### src/rtl/operand_shifter.sv
// Multi-cycle barrel-shifter substitute for ARM-style operand shifts.
// A request is captured in IDLE, then shifted by up to BITS_PER_CYCLE positions
// per SHIFT cycle, and the result is held in DONE until the consumer takes it.
//
// Ports:
//   clk, rst_n            clock, asynchronous active-low reset
//   in_valid / in_ready   request handshake (ready only in IDLE)
//   operand, shamt        value to shift and shift amount (0-255)
//   shift_type            00 LSL, 01 LSR, 10 ASR, 11 ROR
//   carry_in              current C flag, used when the effective count is zero
//   flush                 synchronous abort, beats both handshakes
//   out_valid / out_ready result handshake (valid only in DONE)
//   result, carry_out     shifted value and shifter carry

module operand_shifter #(
    parameter int unsigned BITS_PER_CYCLE = 4
) (
    input  logic        clk,
    input  logic        rst_n,
    input  logic        in_valid,
    output logic        in_ready,
    input  logic [31:0] operand,
    input  logic [7:0]  shamt,
    input  logic [1:0]  shift_type,
    input  logic        carry_in,
    input  logic        flush,
    output logic        out_valid,
    input  logic        out_ready,
    output logic [31:0] result,
    output logic        carry_out
);

    typedef enum logic [1:0] {StIdle, StShift, StDone} state_e;

    localparam logic [1:0] Lsl = 2'b00;
    localparam logic [1:0] Lsr = 2'b01;
    localparam logic [1:0] Asr = 2'b10;
    localparam logic [1:0] Ror = 2'b11;
    localparam logic [5:0] StepMax = 6'(BITS_PER_CYCLE);

    state_e      state_q, state_d;
    logic [31:0] work_q, work_d;      // value being shifted
    logic        work_c_q, work_c_d;  // running carry
    logic [1:0]  type_q, type_d;
    logic [5:0]  rem_q, rem_d;        // positions still to shift
    logic [31:0] result_q, result_d;
    logic        carry_q, carry_d;

    logic        accept;
    logic [5:0]  n_eff;
    logic [5:0]  step_k;
    logic        last_step;
    logic [63:0] step_wide;
    logic [31:0] step_val;
    logic        step_c;

    assign accept    = in_valid & in_ready;
    assign step_k    = (rem_q < StepMax) ? rem_q : StepMax;
    assign last_step = (rem_q == step_k);

    // Effective count: LSL/LSR saturate at 33 (one past full width gives carry 0),
    // ASR at 32 (further shifts change nothing), ROR wraps.
    always_comb begin
        n_eff = '0;
        unique case (shift_type)
            Lsl, Lsr: n_eff = (shamt > 8'd33) ? 6'd33 : shamt[5:0];
            Asr:      n_eff = (shamt > 8'd32) ? 6'd32 : shamt[5:0];
            Ror:      n_eff = {1'b0, shamt[4:0]};
            default:  n_eff = '0;
        endcase
    end

    // One shift step of step_k positions. The 64-bit window keeps the last bit
    // shifted out adjacent to the kept half so the carry falls out directly.
    always_comb begin
        step_wide = '0;
        step_val  = work_q;
        step_c    = work_c_q;
        unique case (type_q)
            Lsl: begin
                step_wide = {32'b0, work_q} << step_k;
                step_val  = step_wide[31:0];
                step_c    = step_wide[32];
            end
            Lsr: begin
                step_wide = {work_q, 32'b0} >> step_k;
                step_val  = step_wide[63:32];
                step_c    = step_wide[31];
            end
            Asr: begin
                step_wide = $signed({work_q, 32'b0}) >>> step_k;
                step_val  = step_wide[63:32];
                step_c    = step_wide[31];
            end
            Ror: begin
                step_wide = {work_q, work_q} >> step_k;
                step_val  = step_wide[31:0];
                step_c    = step_wide[31];
            end
            default: ;
        endcase
    end

    // State register
    always_ff @(posedge clk or negedge rst_n) begin
        if (!rst_n) begin
            state_q <= StIdle;
        end else begin
            state_q <= state_d;
        end
    end

    // Next-state logic
    always_comb begin
        state_d = state_q;
        if (flush) begin
            state_d = StIdle;
        end else begin
            unique case (state_q)
                StIdle:  if (accept) state_d = (n_eff == 6'd0) ? StDone : StShift;
                StShift: if (last_step) state_d = StDone;
                StDone:  if (out_ready) state_d = StIdle;
                default: state_d = StIdle;
            endcase
        end
    end

    // Outputs
    always_comb begin
        in_ready  = (state_q == StIdle);
        out_valid = (state_q == StDone);
        result    = result_q;
        carry_out = carry_q;
    end

    // Datapath next-state; result/carry_out only change on entry to DONE or on flush.
    always_comb begin
        work_d   = work_q;
        work_c_d = work_c_q;
        type_d   = type_q;
        rem_d    = rem_q;
        result_d = result_q;
        carry_d  = carry_q;
        if (flush) begin
            rem_d    = '0;
            result_d = '0;
            carry_d  = 1'b0;
        end else begin
            unique case (state_q)
                StIdle: begin
                    if (accept) begin
                        work_d   = operand;
                        work_c_d = carry_in;
                        type_d   = shift_type;
                        rem_d    = n_eff;
                        if (n_eff == 6'd0) begin
                            result_d = operand;
                            // ROR by a nonzero multiple of 32 behaves like ROR #32.
                            carry_d  = (shift_type == Ror && shamt != 8'd0) ? operand[31]
                                                                            : carry_in;
                        end
                    end
                end
                StShift: begin
                    work_d   = step_val;
                    work_c_d = step_c;
                    rem_d    = rem_q - step_k;
                    if (last_step) begin
                        result_d = step_val;
                        carry_d  = step_c;
                    end
                end
                default: ;
            endcase
        end
    end

    always_ff @(posedge clk or negedge rst_n) begin
        if (!rst_n) begin
            work_q   <= '0;
            work_c_q <= 1'b0;
            type_q   <= '0;
            rem_q    <= '0;
            result_q <= '0;
            carry_q  <= 1'b0;
        end else begin
            work_q   <= work_d;
            work_c_q <= work_c_d;
            type_q   <= type_d;
            rem_q    <= rem_d;
            result_q <= result_d;
            carry_q  <= carry_d;
        end
    end

endmodule
### config.mk
export PLATFORM = sky130hd
export DESIGN_NAME = operand_shifter
export DESIGN_NICKNAME = d
export VERILOG_FILES = /design/src/rtl/operand_shifter.sv
export SDC_FILE = /design/constraint.sdc
export NUM_CORES = 1
export LEC_CHECK = 0
export CAP_MARGIN = 5
export CORE_UTILIZATION = 50
export DETAILED_ROUTE_END_ITERATION = 7
export PLACE_DENSITY = 0.73
export SLEW_MARGIN = 40
export SYNTH_ARGS = -nofsm -noshare
export SYNTH_HDL_FRONTEND = slang
export SYNTH_SLANG_ARGS = --single-unit
### constraint.sdc
create_clock -name clk -period 2.2 [get_ports clk]
set_input_delay 0.22 -clock clk [delete_from_list [all_inputs] [get_ports clk]]
set_output_delay 0.22 -clock clk [all_outputs]
set_load 0.01 [all_outputs]
After elaboration in Yosys (flattened, before gate mapping)
Cells that the tools add are included.
- muxes and demuxes: 28
- shifts and indexed selects: 4
- eq/ne operators: 14
- add/sub/neg operators: 1
- bitwise operators: 2
- $lt $le $gt $ge: 3
- reduce and logical (&&, ||, !) cells: 14
- operators with widths (operator ; number):
    two-way mux 32 bit ; 5
    one-hot mux 32 bit (2 select lines) ; 2
    one-hot mux 32 bit (4 select lines) ; 1
    right shift 64 x 6 -> 32 bit ; 1
    right shift 64 x 6 -> 64 bit ; 1
    >>> shifter 64 x 6 -> 64 bit ; 1
    left shift 32 x 6 -> 33 bit ; 1
    two-way mux 6 bit ; 5
    one-hot mux 6 bit (3 select lines) ; 1
    > comparator 8 x 6 -> 1 bit, second input constant ; 2
    one-hot mux 6 bit (2 select lines) ; 1
    equality test 2 bit, second input constant ; 5
    two-way mux 2 bit ; 5
    AND reduction 3 bit ; 3
    nonzero test 8 bit ; 1
    equality test 2 x 1 -> 1 bit, second input constant ; 3
    equality test 6 bit ; 1
    logical NOT 2 bit ; 3
    logical NOT 6 bit ; 1
    < comparator 6 x 3 -> 1 bit, second input constant ; 1
    != test 3 x 1 -> 1 bit, second input constant ; 2
    one-hot mux 2 bit (3 select lines) ; 1
    subtractor 6 bit ; 1
    two-way mux 1 bit ; 5
    other kinds (13) ; 13
- register bits: 75
- output and inout port bits: 35

Depth between registers and ports, before layout
- word-level depth: 8
- gate-level depth with buffers: 13
- mapped depth without buffers: 8

Least setup slack after synthesis
No wires, ideal clock.
- kind: register to register
- from: register rem_q[3]
- to: register rem_q[4]
- library setup time: 0.133 ns
- clock period less this slack: 2.354 ns
- stages on the path, launching flop included: 14
- path slack: -0.154 ns
- buffers on the path: 5
- required time: 2.067 ns
- arrival: 2.221 ns
- path through: dfrtp_1 buf_6 or4_4 buf_6 buf_6 buf_6 clkbuf_1 nand2_1 ha_1 a21oi_1 o21bai_1 nor3_1 a21oi_1 o21ai_0
- cells in the longest elaborated chain, start to end: 5
- RTL lines (what ; RTL line ; RTL):
    start: declaration ; 45 ; logic [5:0] rem_q, rem_d;
    start signal: assignment ; 190 ; rem_q <= rem_d;
    < comparator 6 x 3 -> 1 bit ; 58 ; assign step_k = (rem_q < StepMax) ? rem_q : StepMax;
    two-way mux 6 bit ; 58 ;
    subtractor 6 bit * ; 167 ; rem_d = rem_q - step_k;
    one-hot mux 6 bit (2 select lines) * ; 149 ; unique case (state_q)
    two-way mux 6 bit * ; 144 ; if (flush) begin
Mark *: on every way between the ends. The rest lies on a longest branch, timed or not.
A chain may end at the register's enable or synchronous reset.

Worst setup path after layout
- from: register rem_q[4]
- to: register result_q[18] (netlist: result[18])
- cells in the longest elaborated chain, start to end: 7
- RTL lines (what ; RTL line ; RTL):
    < comparator 6 x 3 -> 1 bit ; 58 ;
    two-way mux 6 bit ; 58 ;
    right shift 64 x 6 -> 32 bit (tied with other cells) ; 96 ; step_wide = {work_q, work_q} >> step_k;
    one-hot mux 32 bit (4 select lines) ; 79 ; unique case (type_q)
    two-way mux 32 bit ; 168 ; if (last_step) begin
    one-hot mux 32 bit (2 select lines) ; 149 ;
    two-way mux 32 bit ; 144 ;
    end signal: assignment ; 191 ; result_q <= result_d;
    end: declaration ; 46 ; logic [31:0] result_q, result_d;
Parallel ways exist; a longest one is shown, timed or not. The select of a mux whose other input is x is not followed.

==> flow_metrics.py <==
metrics = {
    "min_path": {
        "hp-class": "input port to async pin",
    },
    "drt": {
        "wire_per_inst_um": 22.89,
        "ant_nets": 0,
        "drt-total-wl_um": 25780,
        "drc_errors": 0,
        "vias_per_cell": 6.679,
        "vias": 7521,
        "first_pass_iters": 8,
        "drt_iter0_drc": 864,
    },
    "floorplan": {
        "start_util": 0.5130,
        "die_w_um": 113.2,
        "fp-row-count": 40,
        "io_pins": 83,
        "die_area_um2": 12820,
        "fp.coreArea_um2": 12060,
        "die_h_um": 113.2,
    },
    "synth": {
        "synth_top_area_frac": 0.3033,
        "synthesis.area_um2": 6187,
        "netlist.top_cell.by_area": "dfrtp_1",
        "synthArstFlopShare": 1.000,
        "ys_ff_latch": 75,
        "synth_edf_count": 0,
        "synth-xor-area-share": 0,
        "synth_compound_area_frac": 0.3134,
        "seq_area_frac_synth": 0.3033,
        "yosys.area_share.simple": 0.1966,
        "synthCells": 781,
        "synth_top_flop_cell": "dfrtp_1",
        "synthMuxAreaShare": 0.1054,
        "synthAdderAreaFrac": 0.002022,
        "synth_warnings": 0,
        "synth_nets": 830,
        "synth_cell_types": 75,
        "synth_top_family_by_area": "compound AO/OA/AOI/OAI gates",
        "syn_avg_cell_area_um2": 7.922,
        "synthTopCellsByArea": "dfrtp_1 (30%), nand2_1 (7.2%), o21ai_0 (6.2%)",
    },
    "timing": {
        "post-route-min-period_ns": 2.433,
        "hold_violations": 0,
        "period_share": 1.106,
        "setup_ws_ns": -0.2327,
        "slew_headroom": 0.4861,
        "fmax_ghz": 0.4111,
        "tightest_slew_ns": 0.7708,
        "finalClockSkew_ns": 0.005204,
        "hold_slack_ns": 0.4353,
        "setup_viol": 44,
        "rsz0062_at_grt": "true",
        "slew_violations": 0,
    },
    "critical_path": {
        "critPathKind": "flop to flop",
        "startpoint_type": "flop",
        "path_cells": "or4_4, buf_12, nor2_4, buf_6, a221oi_2, o221ai_2, mux2i_1, buf_4, buf_6, o31ai_2",
        "critical-path-slowest-cell": "or4_4",
        "worst-path-buf-inv": 4,
        "required_ns": 2.47,
        "cp_top_family": "simple AND/OR/NAND/NOR gates",
        "critical_path.max_fanout": 6,
        "cpMostUsedCell": "buf_6",
        "max_stage_delay_ns": 0.66,
        "reg2reg_slack_ns": -0.23,
        "end_kind": "flop",
        "critPathArrivalTime_ns": 2.70,
    },
    "cells_and_area": {
        "area_delta_synth_final_pct": 52.54,
        "antennaDiodeCount": 0,
        "fin_util": 0.7825,
        "fin_nets": 1003,
        "final_cells": 1126,
        "drive_above_1_share": 0.3497,
        "fillCellCount": 864,
    },
    "place": {
        "portBuffers": 82,
        "dp_hpwl_um": 17260,
        "dp.cells": 1073,
        "place_congestion": 0.9594,
    },
    "grt": {
        "grt_max_degree": 66,
        "antenna_found_initial": 0,
        "grt-ovfl-total": 0,
        "grt_pass1_vias": 7237,
        "track_usage": 0.3956,
        "grt_pass1_wl_um": 38810,
    },
    "cts": {
        "ctsRootBufferMaster": "clkbuf_16",
        "clockBufferDepth": 2,
        "cts.sinks": 75,
        "path_clk_slew_ns": 0.06,
        "clk_latency_ns": 0.35,
        "cts_made_buffers": 9,
        "tritoncts": "built",
        "cts_max_level": 3,
    },
    "power_and_ir_drop": {
        "power_leakage_nw": 3.755,
        "combPwrFrac": 0.530,
        "ir_drop_uv": 500.1,
        "power_density_nw_per_um2": 842.7,
        "p_switching_mw": 3.337,
        "clkPwrFrac": 0.195,
        "p_int_mw": 4.616,
        "p_seq_frac": 0.276,
        "p_sw_frac": 0.4196,
    },
    "outcome": {
        "violations": "negative setup slack",
        "outcome": "finished with violations",
    },
    "flow_run": {
        "maxCapViolations": 0,
    },
}
-- final cells by class --
cell class	count	area, um2	area share
Multi-Input combinational cell	603	4564	0.4836
Clock buffer	11	252.7	0.02678
Sequential cell	75	1879	0.1991
Clock inverter	4	50.05	0.005303
Inverter	8	30.03	0.003182
Tap cell	168	210.2	0.02227
Timing Repair Buffer	257	2451	0.2597
-- power groups by stage --
stage	Sequential [mW]	Clock [mW]	Combinational [mW]
3_3_place_gp	2.13	0	3.20
2_1_floorplan	1.88	0	2.03
4_1_cts	2.13	1.56	3.62
3_5_place_dp	2.14	0	3.25
5_1_grt	2.21	1.60	4.46
6_report	2.19	1.55	4.21
-- worst reg2reg max path, stage by stage, from the launching register on --
cell and delay (ns):
dfrtp_1 0.40, or4_4 0.66, buf_12 0.20, nor2_4 0.14
buf_6 0.16, a221oi_2 0.08, o221ai_2 0.17, mux2i_1 0.11
buf_4 0.16, buf_6 0.13, o31ai_2 0.16
-- state kept, by name, summed over array words and instances (netlist names) --
name       cells
type_q         2
state_q        2
rem_q          6
work_q        32
result        32
carry_out      1
-- metal layers --
layer | global-route usage | routed length, um | up-vias | share of wire
li1 | - | - | 3277 | -
met1 | 0.5141 | 10320 | 3600 | 0.40
met2 | 0.6143 | 11620 | 525 | 0.45
met3 | 0.06802 | 2394 | 119 | 0.093
met4 | 0.2447 | 1444 | 0 | 0.056
met5 | 0 | 0 | - | 0
-- repair_timing --
action / 4_1_cts / 5_1_grt
pin swaps: 40 / 55
hold buffers: 0 / 1
buffers inserted: 22 / 21
resized for setup: 94 / 120
gates cloned: 0 / 1
hold endpoints to repair: 0 / 63
setup endpoints to repair: 48 / 61
-- placed cells by master (no fill, tap or decap), types with 6 or more instances in the layout --
cell / netlist / final
nand2_1: 119 / 110
buf_4: 4 / 125
a221oi_2: 1 / 9
nor3_1: 20 / 17
a31oi_1: 15 / 14
a211oi_1: 24 / 9
nor2_1: 61 / 56
o21ai_2: 0 / 8
a21oi_2: 1 / 7
mux2_2: 13 / 10
nor2b_1: 8 / 7
nand2b_1: 6 / 6
o21ai_0: 77 / 49
mux2i_1: 28 / 26
clkdlybuf4s50_1: 0 / 81
mux4_2: 10 / 10
o211ai_1: 11 / 11
buf_12: 0 / 11
a211oi_2: 2 / 14
clkbuf_16: 0 / 10
dfrtp_1: 75 / 73
o21ai_1: 2 / 22
o31ai_1: 12 / 8
a21oi_1: 48 / 40
nand3_1: 13 / 13
buf_6: 6 / 33
inv_1: 7 / 7
o221ai_1: 16 / 11
o22ai_2: 0 / 7
-- cells by family after synthesis --
| family | count (synthesis) |
|---|---|
| fa+ha+maj | 1 |
| flops | 75 |
| other cells | 1 |
| buf+inv | 103 |
| compound gates | 285 |
| simple gates | 265 |
| mux | 51 |
-- final timing paths --
check / cells past startpoint / endpoint / start
min: 2 / work_q[13]$_DFFE_PN0P_ / rst_n
max in group asynchronous: 3 / work_q[27]$_DFFE_PN0P_ / rst_n
max: 10 / result[18]$_DFFE_PN0P_ / rem_q[4]$_DFFE_PN0P_
min reg2reg: 2 / result[1]$_DFFE_PN0P_ / result[1]$_DFFE_PN0P_
max reg2reg: 10 / result[18]$_DFFE_PN0P_ / rem_q[4]$_DFFE_PN0P_
min in group clk: 2 / result[1]$_DFFE_PN0P_ / result[1]$_DFFE_PN0P_
-- through the flow --
| stage | instance area [um2] | total power [mW] | setup slack (ns) | setup TNS, ns |
|---|---|---|---|---|
| 2_1_floorplan | 6202 | 3.909 | -0.02192 | -0.04207 |
| 3_3_place_gp | 7909 | 5.335 | -0.2600 | -7.080 |
| 3_5_place_dp | 7909 | 5.389 | -0.3037 | -9.231 |
| 4_1_cts | 8751 | 7.305 | -0.1315 | -1.735 |
| 5_1_grt | 9438 | 8.258 | -0.2664 | -7.242 |
| 6_report | 9438 | 7.953 | -0.2327 | -3.456 |
-- cell usage after synthesis, drive strengths merged (2+ instances only) --
master	number
a2111oi	7
and2	4
a31oi	15
o21ai	79
a311oi	4
nor4	7
mux4	10
o31ai	12
a221oi	12
a211oi	26
dfrtp	75
or4	3
o22ai	10
inv	7
o41ai	5
o311ai	2
a21boi	5
o2111ai	5
nand2	119
mux2i	28
mux2	13
nand3	13
a22o	5
or3	3
o32a	2
and3	8
nand2b	6
nor2	64
a21oi	49
a211o	4
o221ai	16
o211ai	11
buf	41
clkbuf	54
nor3	20
a21o	5
nand4	5
nor2b	8
Note: power is estimated with default switching activity, not from simulation.
